$ cat src/rtl/kuuga_bram_port_adapter_if.sv
// Core-side memory port: req/gnt request channel plus the in-order rvalid response channel.
interface kuuga_bram_port_adapter_if #(
    parameter int ADDR_WIDTH = 16
);
    logic                  req;
    logic [ADDR_WIDTH-1:0] addr;
    logic                  we;
    logic [3:0]            be;
    logic [31:0]           wdata;
    logic                  gnt;
    logic                  rvalid;
    logic [31:0]           rdata;
    logic                  err;

    modport master (
        output req, addr, we, be, wdata,
        input  gnt, rvalid, rdata, err
    );

    modport slave (
        input  req, addr, we, be, wdata,
        output gnt, rvalid, rdata, err
    );
endinterface

$ cat src/rtl/kuuga_bram_port_adapter.sv
// Bridges a req/gnt/rvalid core port onto a word-wide single-port BRAM, doing RMW for partial writes.
// Define KUUGA_BRAM_MISALIGN_EN to answer misaligned requests with err instead of ignoring addr[1:0].
module kuuga_bram_port_adapter #(
    parameter int ADDR_WIDTH   = 16,
    parameter int READ_LATENCY = 2
) (
    input  logic                        clk,
    input  logic                        rst_n,
    kuuga_bram_port_adapter_if.slave    core,
    output logic                        bram_en,
    output logic [3:0]                  bram_we,
    output logic [ADDR_WIDTH-1:0]       bram_addr,
    output logic [31:0]                 bram_wrdata,
    input  logic [31:0]                 bram_rddata,
    output logic                        bram_rst
);

`ifdef KUUGA_BRAM_MISALIGN_EN
    localparam bit MisalignEn = 1'b1;
`else
    localparam bit MisalignEn = 1'b0;
`endif

    localparam int CntW = $clog2(READ_LATENCY + 1);

    typedef enum logic [1:0] {IDLE, RMW_WAIT, RMW_WRITE} state_t;

    state_t                  state;
    logic [CntW-1:0]         wait_cnt;
    logic [ADDR_WIDTH-1:0]   rmw_addr;
    logic [3:0]              rmw_be;
    logic [31:0]             rmw_wdata;
    logic                    rmw_resp;
    logic [READ_LATENCY-1:0] pipe_v;
    logic [READ_LATENCY-1:0] pipe_rd;
    logic [READ_LATENCY-1:0] pipe_err;

    logic                  fire;
    logic                  misalign;
    logic                  partial;
    logic                  start_rmw;
    logic                  push_v;
    logic                  push_rd;
    logic [ADDR_WIDTH-1:0] word_addr;

    assign word_addr = {2'b00, core.addr[ADDR_WIDTH-1:2]};
    assign misalign  = MisalignEn && (core.addr[1:0] != 2'b00);
    assign partial   = (core.be != 4'hF) && (core.be != 4'h0);
    assign core.gnt  = (state == IDLE) && !bram_rst;
    assign fire      = core.req && core.gnt;
    assign start_rmw = fire && core.we && partial && !misalign;
    assign push_v    = fire && !start_rmw;
    assign push_rd   = fire && !core.we && !misalign;

    // RMW responses bypass the shift register: they retire one cycle after the merged write.
    assign core.rvalid = pipe_v[READ_LATENCY-1] || rmw_resp;
    assign core.rdata  = (pipe_v[READ_LATENCY-1] && pipe_rd[READ_LATENCY-1]) ? bram_rddata : 32'h0;
    assign core.err    = pipe_v[READ_LATENCY-1] && pipe_err[READ_LATENCY-1];

    always_comb begin
        bram_en     = 1'b0;
        bram_we     = 4'h0;
        bram_addr   = word_addr;
        bram_wrdata = core.wdata;
        if (state == RMW_WRITE) begin
            bram_en   = 1'b1;
            bram_we   = 4'hF;
            bram_addr = rmw_addr;
            for (int k = 0; k < 4; k++) begin
                bram_wrdata[8*k +: 8] = rmw_be[k] ? rmw_wdata[8*k +: 8] : bram_rddata[8*k +: 8];
            end
        end else if (fire && !misalign) begin
            if (!core.we) begin
                bram_en = 1'b1;
            end else if (core.be == 4'hF) begin
                bram_en = 1'b1;
                bram_we = 4'hF;
            end else if (core.be != 4'h0) begin
                bram_en = 1'b1;
            end
        end
    end

    always_ff @(posedge clk or negedge rst_n) begin
        if (!rst_n) begin
            bram_rst <= 1'b1;
        end else begin
            bram_rst <= 1'b0;
        end
    end

    always_ff @(posedge clk or negedge rst_n) begin
        if (!rst_n) begin
            state     <= IDLE;
            wait_cnt  <= '0;
            rmw_addr  <= '0;
            rmw_be    <= 4'h0;
            rmw_wdata <= 32'h0;
            rmw_resp  <= 1'b0;
        end else begin
            rmw_resp <= 1'b0;
            case (state)
                IDLE: begin
                    if (start_rmw) begin
                        rmw_addr  <= word_addr;
                        rmw_be    <= core.be;
                        rmw_wdata <= core.wdata;
                        wait_cnt  <= CntW'(1);
                        state     <= (READ_LATENCY == 1) ? RMW_WRITE : RMW_WAIT;
                    end
                end
                RMW_WAIT: begin
                    if (wait_cnt == CntW'(READ_LATENCY - 1)) begin
                        state <= RMW_WRITE;
                    end else begin
                        wait_cnt <= wait_cnt + 1'b1;
                    end
                end
                RMW_WRITE: begin
                    rmw_resp <= 1'b1;
                    state    <= IDLE;
                end
                default: state <= IDLE;
            endcase
        end
    end

    // Response tracker aligned with the BRAM read latency so data and valid meet.
    always_ff @(posedge clk or negedge rst_n) begin
        if (!rst_n) begin
            pipe_v   <= '0;
            pipe_rd  <= '0;
            pipe_err <= '0;
        end else begin
            pipe_v[0]   <= push_v;
            pipe_rd[0]  <= push_rd;
            pipe_err[0] <= fire && misalign;
            for (int i = 1; i < READ_LATENCY; i++) begin
                pipe_v[i]   <= pipe_v[i-1];
                pipe_rd[i]  <= pipe_rd[i-1];
                pipe_err[i] <= pipe_err[i-1];
            end
        end
    end

endmodule

$ cat src/flat_wrapper.sv
// flat-port wrapper written by rule: the top's interface ports become plain ports
module kuuga_bram_port_adapter_flat 
#(
    parameter int ADDR_WIDTH   = 16,
    parameter int READ_LATENCY = 2
)
  (clk, rst_n, bram_en, bram_we, bram_addr, bram_wrdata, bram_rddata, bram_rst, core_req, core_addr, core_we, core_be, core_wdata, core_gnt, core_rvalid, core_rdata, core_err);
  kuuga_bram_port_adapter_if #(.ADDR_WIDTH(ADDR_WIDTH)) core_i ();
  input  logic clk;
  input  logic rst_n;
  output logic bram_en;
  output logic [3:0] bram_we;
  output logic [ADDR_WIDTH-1:0] bram_addr;
  output logic [31:0] bram_wrdata;
  input  logic [31:0] bram_rddata;
  output logic bram_rst;
  input wire logic [$bits(core_i.req)-1:0] core_req;
  input wire logic [$bits(core_i.addr)-1:0] core_addr;
  input wire logic [$bits(core_i.we)-1:0] core_we;
  input wire logic [$bits(core_i.be)-1:0] core_be;
  input wire logic [$bits(core_i.wdata)-1:0] core_wdata;
  output wire logic [$bits(core_i.gnt)-1:0] core_gnt;
  output wire logic [$bits(core_i.rvalid)-1:0] core_rvalid;
  output wire logic [$bits(core_i.rdata)-1:0] core_rdata;
  output wire logic [$bits(core_i.err)-1:0] core_err;
  assign core_i.req = core_req;
  assign core_i.addr = core_addr;
  assign core_i.we = core_we;
  assign core_i.be = core_be;
  assign core_i.wdata = core_wdata;
  assign core_gnt = core_i.gnt;
  assign core_rvalid = core_i.rvalid;
  assign core_rdata = core_i.rdata;
  assign core_err = core_i.err;
  kuuga_bram_port_adapter #(.ADDR_WIDTH(ADDR_WIDTH), .READ_LATENCY(READ_LATENCY)) u_core (.clk(clk), .rst_n(rst_n), .core(core_i), .bram_en(bram_en), .bram_we(bram_we), .bram_addr(bram_addr), .bram_wrdata(bram_wrdata), .bram_rddata(bram_rddata), .bram_rst(bram_rst));
endmodule
$ cat config.mk
export PLATFORM = sky130hd
export DESIGN_NAME = kuuga_bram_port_adapter_flat
export DESIGN_NICKNAME = d
export VERILOG_FILES = /design/src/rtl/kuuga_bram_port_adapter_if.sv /design/src/rtl/kuuga_bram_port_adapter.sv /design/src/flat_wrapper.sv
export SDC_FILE = /design/constraint.sdc
export NUM_CORES = 1
export LEC_CHECK = 0
export CAP_MARGIN = 15
export CORE_MARGIN = 2
export CORE_UTILIZATION = 44
export CTS_CLUSTER_DIAMETER = 120
export DETAILED_ROUTE_END_ITERATION = 8
export GPL_TIMING_DRIVEN = 0
export HOLD_SLACK_MARGIN = 0.05
export PLACE_DENSITY = 0.83
export SETUP_SLACK_MARGIN = 0.4
export SLEW_MARGIN = 25
export SYNTH_ARGS = -nofsm -noshare
export SYNTH_HDL_FRONTEND = slang
export SYNTH_SLANG_ARGS = --single-unit
export TNS_END_PERCENT = 5
$ cat constraint.sdc
create_clock -name clk -period 4.1 [get_ports clk]
set_input_delay 0.41 -clock clk [delete_from_list [all_inputs] [get_ports clk]]
set_output_delay 0.41 -clock clk [all_outputs]
set_load 0.02 [all_outputs]
Word-level counts from Yosys, hierarchy flattened
Cells that the tools add are included.
{"block": "word_totals", "ff_bits": 60, "in_bits": 88, "output_inout_bits": 89, "elab_cells": 58}
{"block": "op_classes", "n_addsub": 1, "eq_ne": 8, "muxes": 22, "reduce_logical": 18}
{"op": "$mux W32", "n": 2}
{"op": "$mux W8", "n": 4}
{"op": "$mux W4", "n": 4}
{"op": "$mux W14", "n": 1}
{"op": "$logic_and A1 B1 Y1", "n": 8}
{"op": "$pmux W2 S2", "n": 2}
{"op": "$mux W1", "n": 6}
{"op": "$mux W2", "n": 3}
{"op": "$eq A2 B1 Y1 const B", "n": 2}
{"op": "$eq A4 B4 Y1 const B", "n": 1}
{"op": "$ne A2 B1 Y1 const B", "n": 2}
{"op": "$ne A4 B4 Y1 const B", "n": 1}
{"op": "$reduce_and A2 Y1", "n": 2}
{"op": "$reduce_bool A4 Y1", "n": 1}
{"op": "$logic_not A1 Y1", "n": 3}
{"op": "$reduce_and A3 Y1", "n": 1}
{"op": "$add A2 B1 Y2 const B", "n": 1}
{"op": "$eq A2 B2 Y1 const B", "n": 1}
{"op": "$logic_not A2 Y1", "n": 1}
{"op": "$ne A2 B2 Y1 const B", "n": 1}
{"op": "$reduce_bool A2 Y1", "n": 1}
{"op": "$logic_or A1 B1 Y1", "n": 1}

Depth between registers and ports, before layout
{"block": "logic_depth", "word_depth": 7, "mapped_depth": 6}

Least setup slack after synthesis
OpenSTA, ideal clock, no wires.
{"block": "synth_path", "path_kind": "register -> output", "from": "register u_core.state[0]", "to": "output port bram_we[1]", "t_arrival_ns": 1.883, "required_ns": 3.690, "path_slack_ns": 1.807, "path_stages_with_launch": 4, "path_buffers": 1, "cell_sequence": "dfrtp_1 -> or4b_4 -> o21ai_0 -> buf_4"}
{"block": "synth_between", "elab_chain_len": 5, "word_cells_on_any_way": 6}
{"item": "start, declared", "line_no": "kuuga_bram_port_adapter.sv:28", "rtl": "state_t state;"}
{"item": "start signal, assigned", "line_no": "kuuga_bram_port_adapter.sv:109", "rtl": "state <= (READ_LATENCY == 1) ? RMW_WRITE : RMW_WAIT;"}
{"item": "$logic_not A2 Y1", "line_no": "kuuga_bram_port_adapter.sv:49", "rtl": "assign core.gnt = (state == IDLE) && !bram_rst;"}
{"item": "$logic_and A1 B1 Y1", "line_no": "kuuga_bram_port_adapter.sv:49"}
{"item": "$logic_and A1 B1 Y1", "line_no": "kuuga_bram_port_adapter.sv:50", "rtl": "assign fire = core.req && core.gnt;"}
{"item": "$mux W4", "line_no": "kuuga_bram_port_adapter.sv:72", "rtl": "end else if (fire && !misalign) begin"}
{"item": "$mux W4 (*)", "line_no": "kuuga_bram_port_adapter.sv:65", "rtl": "if (state == RMW_WRITE) begin"}
{"item": "end, declared", "line_no": "flat_wrapper.sv:12", "rtl": "output logic [3:0] bram_we;"}
Mark *: on every way between the ends. The rest lies on a longest branch, timed or not.

Worst setup path after layout
{"block": "layout_path", "from": "register u_core.state[1]", "to": "output port bram_we[3]"}
Same word-level chain as after synthesis.

==> results.txt <==
The core region is 0.00781 mm2. Buffers inserted during clock tree synthesis total 9. Traced cell by cell, the critical path runs through nand2b_1 > clkbuf_1 > clkbuf_1 > o21ai_0 > buf_4 > clkdlybuf4s50_1. The count of pins on the block boundary is 177, and the die area is 0.00891 mm2.

Row count: 32. The number of antenna violations at the first check in global routing was 0; the post-layout minimum cycle time was 3.06 ns. At the pin with the least slew margin, the transition time is 0.709 ns. Post-CTS repair changed the size of 0 cells. Data on the critical path is required at its endpoint by 3.69 ns. The most used flip-flop cell after synthesis is sky130_fd_sc_hd__dfrtp_1. The number of enable-type register cells in the synthesized netlist is 0. The chip width was 94.4 um; the area fraction in and, or, nand and nor cells after synthesis was 16.5%. Detailed routing inserted a total of 3,243 vias. For this run, asynchronously set or reset flops after synthesis account for 100%. Of all nets on the critical path, the largest fanout is 10. For the number of distinct library cell variants in the gate-level netlist after synthesis, the log shows 31. The maximum number of pins on one net before global-route repair came out at 35. The logs give 17.2 mm for the global-route wire length before repair and 0.00835 ns for the setup skew after layout.

The share of synthesized cell area in full adder, half adder and majority cells came out at 0.348%. Power spread over the standard cell area amounts to 349 mW/mm2. For the later-pin clock latency in the skew report, the log shows 0.32 ns.

The classification of the worst setup path was reg -> out. Summed over all nets, the half-perimeter wirelength after detailed placement is 8.16 mm. The logs give 52.7% for the worst relative slew slack and 0 for the residual overflow from global routing. Most numerous cell in the Yosys netlist: sky130_fd_sc_hd__nand2_1. The average instance in the mapped netlist occupies 10.6 um2.

The number of hold violations in the final report was 0; the area share of xor/xnor cells in the synthesized design was 0%. The run gives 41.8% as the fraction of the yosys area taken by sequential cells. Counting every instance in the synthesized netlist gives 340.

Timing would allow up to 0.326 GHz. Once the floorplan was initialized, standard cells occupied 46.0% of the core. The port buffer count works out to 171.

The weighted congestion at the end of routability-driven global placement is 0.762, and the remaining antenna violation count after routing is 0. In this run the cell area of the synthesized design comes to 0.00359 mm2. Layout overhead on the synthesized area: 57.6%. The flow ran to the end, and the final reports show no timing, DRC or antenna violations.

The first-pass detailed-route iteration total was 4; the compound-gate portion of the synthesized area was 5.19%. Counting stages on the worst path, the most repeated cell is sky130_fd_sc_hd__clkbuf_1. By count the netlist is led by sky130_fd_sc_hd__nand2_1, sky130_fd_sc_hd__dfrtp_1, sky130_fd_sc_hd__mux2_4. At the worst endpoint, the arrival time is 2.65 ns. The worst setup path is captured at a primary output.

The buffer count from post-CTS setup fixing is 0, and the share of cells above drive strength 1 is 15.5%. The worst setup path is launched from a flip-flop. In this run the deepest clock path goes through 2 buffers. After the first detailed-routing iteration, the DRC count stood at 111. The layout net count was 616; the number of antenna repair diodes was 0. The via count of the first global-routing pass came out at 3,521.

In this run the worst hold path is classified as reg -> reg. The warning count from the yosys run is 0, and the count of final setup violators is 0. Setup repair after global routing left no endpoint under its margin. Cell with the biggest individual delay on the critical path: sky130_fd_sc_hd__clkdlybuf4s50_1. The finished layout holds 632 standard cells, fillers aside. On the worst path, the slowest cell contributes a delay of 0.53 ns. IR analysis of the VDD net gives a maximum drop of 0.205 mV.

The max-capacitance violation count is 0. The dominant combinational cell family by area after synthesis was multiplexers. Post-synthesis sequential element count: 60.

The analysis attributes to cell leakage a power of 2.80 nW. TritonCTS built the clock tree. The mux cell area share after synthesis works out to 29.5%. The cell taking the most area after synthesis is sky130_fd_sc_hd__dfrtp_1. The post-route fraction of the period consumed by the critical path was 74.7%. Number of placed cells counting well taps: 617. The run gives 0 as the max-slew violation total from the final report. Using the TritonRoute via totals, the vias-per-cell ratio works out to 5.13. In this run the number of H-tree levels came out at 3.

The top cell type by area accounts for 41.1% of the synthesized area. Yosys attributes the largest share of cell area to sky130_fd_sc_hd__dfrtp_1, sky130_fd_sc_hd__mux2_4, sky130_fd_sc_hd__mux2i_1. Routed wirelength normalized by instance count: 17.2 um. For this run, design rule violations remaining after detail routing come to 0. Wires add up to 10.9 mm. The setup TNS came out at 0 ns. The cell sitting at the root of the clock tree is a sky130_fd_sc_hd__clkbuf_8.

The clock-pin slew on the worst setup and hold paths was 0.06 ns; the total number of clock tree sinks was 60. The vertical die dimension was 94.4 um. The all-layer global routing usage came out at 25.1%.
## final timing paths
check	from	end	slack (ns)	depth (start not counted)
setup reg to reg	u_core.state[1]$_DFFE_PN0P_	u_core.rmw_wdata[27]$_DFFE_PN0P_	1.79	5
hold / removal	u_core.pipe_rd[0]$_DFF_PN0_	u_core.pipe_rd[1]$_DFF_PN0_	0.36	0
max in group asynchronous	rst_n	u_core.rmw_wdata[15]$_DFFE_PN0P_	3.06	3
hold reg to reg	u_core.pipe_rd[0]$_DFF_PN0_	u_core.pipe_rd[1]$_DFF_PN0_	0.36	0
min in group asynchronous	rst_n	u_core.rmw_wdata[26]$_DFFE_PN0P_	0.54	2
setup / recovery	u_core.state[1]$_DFFE_PN0P_	bram_we[3]	1.04	6
## registers in the layout, summed over array words and instances, names as in the netlist
name,cells
u_core.bram_rst,1
u_core.pipe_rd,2
u_core.pipe_v,2
u_core.rmw_addr,14
u_core.rmw_be,4
u_core.rmw_resp,1
u_core.rmw_wdata,32
u_core.state,2
u_core.wait_cnt,2
## repair_timing
item / 4_1_cts / 5_1_grt
setup endpoints to repair: 0 / 0
hold buffers: 1 / 0
endpoints found under the hold margin: 25 / 0
## per-layer routing
metal,track usage [%],up-vias,share of wire [%]
li1,-,1535,-
met1,29.5,1556,41
met2,44.2,129,50
met3,6.15,23,6.7
met4,9.54,0,2.7
met5,0,-,0
## stage by stage
| step | hold slack (ns) | area [um2] | setup slack [ns] | utilization, % | power (W) |
|---|---|---|---|---|---|
| finish | 0.356 | 5660 | 1.04 | 72.5 | 0.00198 |
| global route | 0.358 | 5660 | 0.757 | 72.5 | 0.00207 |
| CTS | 0.360 | 5660 | 0.989 | 72.5 | 0.00199 |
| detailed placement | 0.342 | 5460 | 1.11 | 70.0 | 0.00146 |
| global placement | 0.331 | 5440 | 0.652 | 69.7 | 0.00143 |
| floorplan | 0.114 | 3600 | 1.81 | - | 0.00119 |
## cell usage in the layout (no fill, tap or decap), types with 2 or more instances in the layout
| master | count |
|---|---|
| sky130_fd_sc_hd__buf_4 | 7 |
| sky130_fd_sc_hd__nor2_1 | 4 |
| sky130_fd_sc_hd__buf_12 | 5 |
| sky130_fd_sc_hd__nor3_1 | 2 |
| sky130_fd_sc_hd__mux2_2 | 3 |
| sky130_fd_sc_hd__mux2_4 | 47 |
| sky130_fd_sc_hd__clkbuf_1 | 20 |
| sky130_fd_sc_hd__mux2i_1 | 32 |
| sky130_fd_sc_hd__o21ai_0 | 33 |
| sky130_fd_sc_hd__conb_1 | 4 |
| sky130_fd_sc_hd__dfrtp_1 | 59 |
| sky130_fd_sc_hd__buf_6 | 2 |
| sky130_fd_sc_hd__nand2_1 | 77 |
| sky130_fd_sc_hd__clkbuf_8 | 11 |
| sky130_fd_sc_hd__and3_1 | 32 |
| sky130_fd_sc_hd__clkdlybuf4s50_1 | 170 |
| sky130_fd_sc_hd__inv_1 | 3 |
## cells by family (layout without fill, tap and decap cells)
family                   Yosys count  after routing
AND/OR/NAND/NOR                  125            125
adder cells (fa/ha/maj)            1              1
AO/OA/AOI/OAI                     36             36
multiplexers                      82             82
flip-flops                        60             60
other                              1              4
buffers and inverters             35            222
## worst max-delay path, delay by kind of cell (launching register included)
family / cells / cell delay [ns]
buffers and inverters: 4 / 1.49
AND/OR/NAND/NOR: 1 / 0.09
AO/OA/AOI/OAI: 1 / 0.32
flip-flops: 1 / 0.43
## area by class of cell
class                   count  area [um2]
clock buffers              12         155
plain buffers              32         223
fillers                   606        2150
clock inverters             2        35.0
inverters                   3        11.3
multi-input cells         248        1870
repair buffers            173        1740
well taps                 102         128
flip-flops and latches     60        1500
## where the power goes
group / leakage [nW] / switching [W] / total (W) / internal, W
Clock: 0.0983 / 0.000216 / 0.000523 / 0.000307
Sequential: 0.722 / 0.0000723 / 0.000791 / 0.000719
Combinational: 1.98 / 0.000266 / 0.000664 / 0.000398
No activity file was read; power rests on OpenSTA's default activity.
==> RTL change 1, RTL diff (same flow settings) <==
Re-encode `state_t` (3 states) as one-hot, 3 bits wide.
--- a/src/rtl/kuuga_bram_port_adapter.sv
+++ b/src/rtl/kuuga_bram_port_adapter.sv
@@ -23,7 +23,7 @@
 
     localparam int CntW = $clog2(READ_LATENCY + 1);
 
-    typedef enum logic [1:0] {IDLE, RMW_WAIT, RMW_WRITE} state_t;
+    typedef enum logic [2:0] {IDLE = 3'b001, RMW_WAIT = 3'b010, RMW_WRITE = 3'b100} state_t;
 
     state_t                  state;
     logic [CntW-1:0]         wait_cnt;
Function: no difference found for any inputs over 10 cycles, from zero or initial values and one cycle with rst_n low; not proved beyond that.
==> RTL change 1 against the original RTL <==
  * Worst setup slack got worse by 320 ps
  * Sequential cell count increased by 1
  * Design area is 3.6% lower
  * Clock skew grew 0.53 ps
  * Highest routed layer unchanged
  * Synthesized area shrank 4.7%
  * Wire length decreased by 11%
  * Total power fell by 11%
  * Critical endpoint is now bram_wrdata[29]
  * Utilization down 1.1 points
  * Worst hold slack worse by 5.4 ps
  * Maximum frequency decreased by 9.6%
==> RTL change 1: results (changes against the original RTL) <==
stage,metric,value,unit,change
global_route,largest net degree at the start of global routing,44,,was 35
job,Max Cap Viol,0,,unchanged
clock_tree,TritonCTS Buffers,9,,unchanged
detailed_routing,Routed Wire Length,9700,µm,was 10900 µm
sta,slew margin rel.,50.6,%,was 52.7%
power,Int Pwr,1.26,mW,was 1.42 mW
finish,Largest regs,"u_core.rmw_wdata: 32 flops, u_core.rmw_addr: 14 flops, u_core.rmw_be: 4 flops",,unchanged
synthesis,top_reg_cell synth,dfrtp_1,,unchanged
synthesis,sequential fraction of the synthesis area,44.6,%,was 41.8%
place,Final HPWL DP,7380,µm,was 8160 µm
hold_path,Hold Path Origin,u_core.pipe_v[0],,was u_core.pipe_rd[0]
power,VDD IR-drop max,0.000203,V,was 0.000205 V
synthesis,"top cells by area, synth","dfrtp_1, mux2_2, mux2i_1",,"was dfrtp_1, mux2_4, mux2i_1"
global_route,first-pass GRT wire length,15200,µm,was 17200 µm
synthesis,Synth async-reset ratio,100,%,unchanged
clock_tree,clock slew at reported path FFs,70,ps,
finish,ratio of cells with drive above 1 in the final layout,19.3,%,was 15.5%
synthesis,Synth top cells by count,"mux2_2, dfrtp_1, a21oi_1, nor2_1",,"was nand2_1, dfrtp_1, mux2_4, o21ai_0"
place,port buffer count,171,,unchanged
finish,NumNets Final,586,,was 616
detailed_routing,First-pass DRT Iterations,4,,unchanged
detailed_routing,1st-iter DRT viols,108,,was 111
power,Pleak,2.38,nW,was 2.80 nW
finish,Antenna diodes,0,,unchanged
global_route,number of global-route vias before repair,3075,,was 3521
detailed_routing,routed vias/inst,5.08,,was 5.13
global_route,Tot GR Track Use,22.7,%,was 25.1%
place,dpl ws,1130,ps,was 1110 ps
worst_setup_path,"Max FO, Critical Path",10,,unchanged
clock_tree,post-CTS setup buffer count,0,,unchanged
place,final RePlAce weighted congestion,0.755,,was 0.762
clock_tree,Max clock buf depth,2,,unchanged
clock_tree,later-pin clock latency in the skew report,340,ps,was 320 ps
synthesis,Synth cell types,29,,was 31
hold_path,Hold Crit Class,flip-flop to flip-flop,,unchanged
clock_tree,clock root cell,clkbuf_8,,unchanged
worst_setup_path,Arrival @ worst endpoint,2980,ps,was 2650 ps
worst_setup_path,crit-path max cell delay,610,ps,was 530 ps
worst_setup_path,r2r startpoint,u_core.state[2],,was u_core.state[1]
global_route,initial antenna violation count,0,,unchanged
worst_setup_path,Slowest cell on crit path,clkdlybuf4s50_1,,unchanged
worst_setup_path,worst setup path class,flip-flop to output port,,unchanged
status,status,completed,,unchanged
clock_tree,H-tree levels,3,,unchanged
synthesis,synth warn,0,,unchanged
sta,Final Skew,8.88,ps,was 8.35 ps
[RTL change 1: cell count changes in the layout (fill, tap and decap cells not counted), moves of 8 or more]
| cell | before | now |
|---|---|---|
| nand2_1 | 77 | 3 |
| mux2_2 | 3 | 64 |
| mux2_4 | 47 | 0 |
| a21oi_1 | 1 | 34 |
| o21ai_0 | 33 | 0 |
| nor2_1 | 4 | 34 |
| buf_1 | 1 | 10 |
| clkbuf_1 | 20 | 12 |
[RTL change 1: final timing paths]
check                                            end  slack, ps  cells after the start
worst min-delay path                u_core.pipe_v[1]        350                      0
worst min register to register      u_core.pipe_v[1]        350                      0
worst max-delay path                 bram_wrdata[29]        710                      6
max in group asynchronous       u_core.rmw_wdata[16]       3100                      3
min in group asynchronous         u_core.rmw_addr[8]        490                      2
worst max register to register   u_core.rmw_wdata[2]       1860                      4
[RTL change 1: cells by family (layout without fill, tap and decap cells)]
group	count (synthesis)	after routing	synth area share, %
adder cells (fa/ha/maj)	1	1	0.365
other	1	4	0.109
buffers and inverters	33	222	5.41
AND/OR/NAND/NOR	80	80	13.1
AO/OA/AOI/OAI	38	38	5.99
multiplexers	96	96	30.4
flip-flops	61	61	44.6
[RTL change 1: critical path: cells and delay by family, from the launching register on]
family	cells	cell delay, ps
buf+inv	4	1840
flops	1	440
simple gates	1	200
compound gates	1	160
[RTL change 1: per-stage QoR]
stage | instance area [µm²] | hold WS [ps] | instances | util [%]
floorplan | 3440 | 114 | 313 | -
global placement | 5280 | 335 | 586 | 69.0
detailed placement | 5290 | 309 | 587 | 69.2
CTS | 5460 | 353 | 604 | 71.4
global route | 5460 | 361 | 604 | 71.4
finish | 5460 | 350 | 604 | 71.4
[RTL change 1: repair_timing]
action	CTS	global route
hold buffers	1	0
gates resized for setup	0	0
endpoints found under the hold margin	16	0
setup endpoints to repair	0	0
[RTL change 1: final cells by class]
class                   count  area, µm²
clock inverters             3       15.0
clock buffers              13        139
well taps                 102        128
repair buffers            173       1740
fillers                   569       2190
flip-flops and latches     61       1530
plain buffers              30        174
inverters                   3       11.3
multi-input cells         219       1720
[RTL change 1: power by group through the flow]
stage | registers, mW | logic (mW) | clock network, mW
finish | 0.800 | 0.522 | 0.440
detailed placement | 0.811 | 0.523 | 0
CTS | 0.800 | 0.527 | 0.449
global route | 0.816 | 0.563 | 0.480
floorplan | 0.789 | 0.322 | 0
global placement | 0.800 | 0.508 | 0
[RTL change 1: per-layer routing]
metal  vias up  global-route usage (%)  wire [µm]
li1       1469                       -          -
met1      1469                    27.5       3980
met2       118                    39.0       4890
met3        11                    5.59        686
met4         0                    8.33        135
met5         -                       0          0
==> RTL change 2, RTL diff (same settings) <==
Made on the original files. `READ_LATENCY` is set to 2 in 2 places; all go to 8.
--- a/src/rtl/kuuga_bram_port_adapter.sv
+++ b/src/rtl/kuuga_bram_port_adapter.sv
@@ -2,7 +2,7 @@
 // Define KUUGA_BRAM_MISALIGN_EN to answer misaligned requests with err instead of ignoring addr[1:0].
 module kuuga_bram_port_adapter #(
     parameter int ADDR_WIDTH   = 16,
-    parameter int READ_LATENCY = 2
+    parameter int READ_LATENCY = 8
 ) (
     input  logic                        clk,
     input  logic                        rst_n,
--- a/src/flat_wrapper.sv
+++ b/src/flat_wrapper.sv
@@ -2,7 +2,7 @@
 module kuuga_bram_port_adapter_flat 
 #(
     parameter int ADDR_WIDTH   = 16,
-    parameter int READ_LATENCY = 2
+    parameter int READ_LATENCY = 8
 )
   (clk, rst_n, bram_en, bram_we, bram_addr, bram_wrdata, bram_rddata, bram_rst, core_req, core_addr, core_we, core_be, core_wdata, core_gnt, core_rvalid, core_rdata, core_err);
   kuuga_bram_port_adapter_if #(.ADDR_WIDTH(ADDR_WIDTH)) core_i ();
Check against the original RTL: not equivalent (a bounded check fails within 4 cycles, from zero or initial values and one cycle with rst_n low).
==> RTL change 2 against the original RTL <==
  * Sequential cell count increased by 14
  * Critical endpoint unchanged
  * Total power up 46%
  * Worst setup slack improved by 47 ps
  * Design area is 4.8% higher
  * Wire length is 5.7% higher
  * Critical path type unchanged
  * Clock skew increased by 3.1 ps
  * Combinational power is 60% higher
  * Synthesized area increased by 6.8%
  * Largest cell class unchanged
==> RTL change 2: results (changes against the original RTL) <==
stage,metric,value,unit,change
power,Pleak,3.00,nW,was 2.80 nW
detailed_routing,routed length per instance,14.9,µm,was 17.2 µm
detailed_routing,Met3 Routed Length,811,µm,was 724 µm
synthesis,Synth Area per Inst,8.15,µm²,was 10.6 µm²
synthesis,Synth cell types,29,,was 31
clock_tree,clock slew at reported path FFs,80,ps,was 60 ps
finish,ratio of cells with drive above 1 in the final layout,6.50,%,was 15.5%
global_route,first-pass GRT wire length,18700,µm,was 17200 µm
sta,Final Skew,11.5,ps,was 8.35 ps
finish,Antenna diodes,0,,unchanged
finish,Largest regs,"u_core.rmw_wdata: 32 flops, u_core.rmw_addr: 14 flops",,"was u_core.rmw_wdata: 32 flops, u_core.rmw_addr: 14 flops, u_core.rmw_be: 4 flops"
synthesis,Synth top cells by count,"nand2_1, dfrtp_1, mux2i_1, and3_1, o21ai_1",,"was nand2_1, dfrtp_1, mux2_4, o21ai_0"
hold_path,Hold Crit Class,input pin to async pin,,was flip-flop to flip-flop
synthesis,post-synthesis mux area share,8.87,%,was 29.5%
sta,slew margin rel.,38.6,%,was 52.7%
synthesis,top_reg_cell synth,dfrtp_1,,unchanged
synthesis,"top cells by area, synth","dfrtp_1, nand2_1, mux2i_1",,"was dfrtp_1, mux2_4, mux2i_1"
finish,NumNets Final,746,,was 616
finish,# fillers,706,,was 606
place,dpl ws,1190,ps,was 1110 ps
detailed_routing,1st-iter DRT viols,148,,was 111
worst_setup_path,Arrival @ worst endpoint,2610,ps,was 2650 ps
synthesis,post-synthesis compound-gate area fraction,5.08,%,was 5.19%
global_route,Tot GR Track Use,24.3,%,was 25.1%
worst_setup_path,Register-to-Register Path Depth,7,,was 5
detailed_routing,routed metal-1 wire length,4990,µm,was 4460 µm
power,Int Pwr,1.88,mW,was 1.42 mW
clock_tree,clock root cell,clkbuf_8,,unchanged
synthesis,adder-cell share of the synthesized area,0.326,%,was 0.348%
detailed_routing,First-pass DRT Iterations,4,,unchanged
place,final RePlAce weighted congestion,0.954,,was 0.762
power,VDD IR-drop max,0.000247,V,was 0.000205 V
global_route,largest net degree at the start of global routing,43,,was 35
detailed_routing,vias,3841,,was 3243
finish,Post-Layout Cell Count,770,,was 632
place,Final HPWL DP,8600,µm,was 8160 µm
clock_tree,later-pin clock latency in the skew report,340,ps,was 320 ps
detailed_routing,met2 WL post-DR,5550,µm,was 5410 µm
synthesis,sequential fraction of the synthesis area,48.3,%,was 41.8%
status,status,completed,,unchanged
RTL change 2: cell count changes in the layout (fill, tap and decap cells not counted), sizes merged, moves of 2 or more:
cell,delta
a21oi,+2
buf,+9
clkbuf,-3
dfrtp,+14
mux2,-50
mux2i,+2
nand2,+152
nor2b,+2
RTL change 2: logic make-up (layout without fill, tap and decap cells):
family	count (synthesis)	after routing
adders and majority gates	1	1
and+or+nand+nor	281	281
muxes	34	34
AOI/OAI and AO/OA	38	38
other	1	4
buffers and inverters	42	230
DFF	74	74
RTL change 2: final timing paths:
path	endpoint	slack, ps
worst max-delay path	bram_we[3]	1080
worst min-delay path	u_core.rmw_wdata[14]	50
worst max register to register	u_core.rmw_addr[13]	1930
worst min register to register	u_core.pipe_v[1]	350
max in group asynchronous	u_core.bram_rst	3410
min in group clk	u_core.pipe_v[1]	350
RTL change 2: area by class of cell:
| type | count | area, µm² | area share (%) |
|---|---|---|---|
| timing repair buffer | 172 | 1730 | 29.1 |
| clock buffer | 12 | 145 | 2.45 |
| multi-input combinational | 358 | 1760 | 29.6 |
| buffer | 38 | 223 | 3.75 |
| sequential | 74 | 1850 | 31.2 |
| clock inverter | 4 | 76.3 | 1.29 |
| tap | 108 | 135 | 2.28 |
| inverter | 4 | 15.0 | 0.253 |
RTL change 2: power groups by stage:
stage / Clock [mW] / Combinational [mW] / Sequential (mW)
final: 0.633 / 1.06 / 1.19
after global routing: 0.665 / 1.19 / 1.22
after CTS: 0.633 / 1.07 / 1.18
after detailed placement: 0 / 1.06 / 1.20
after global placement: 0 / 1.02 / 1.18
after floorplan: 0 / 0.696 / 1.15
RTL change 2: stage by stage:
step / cell area, µm² / util, %
6_report: 5940 / 69.1
3_3_place_gp: 5700 / 66.3
5_1_grt: 5940 / 69.1
2_1_floorplan: 3850 / -
4_1_cts: 5940 / 69.1
3_5_place_dp: 5710 / 66.5
RTL change 2: routing by layer:
layer	track usage, %	up-vias
met4	7.48	0
met1	31.7	1814
met2	40.4	135
li1	-	1878
met5	0	-
met3	5.68	14
RTL change 2: critical path, delay by kind of cell (launching register included):
family	cells	cell delay, ps
buffers and inverters	4	1500
flip-flops	1	430
AO/OA/AOI/OAI	1	240
AND/OR/NAND/NOR	1	90
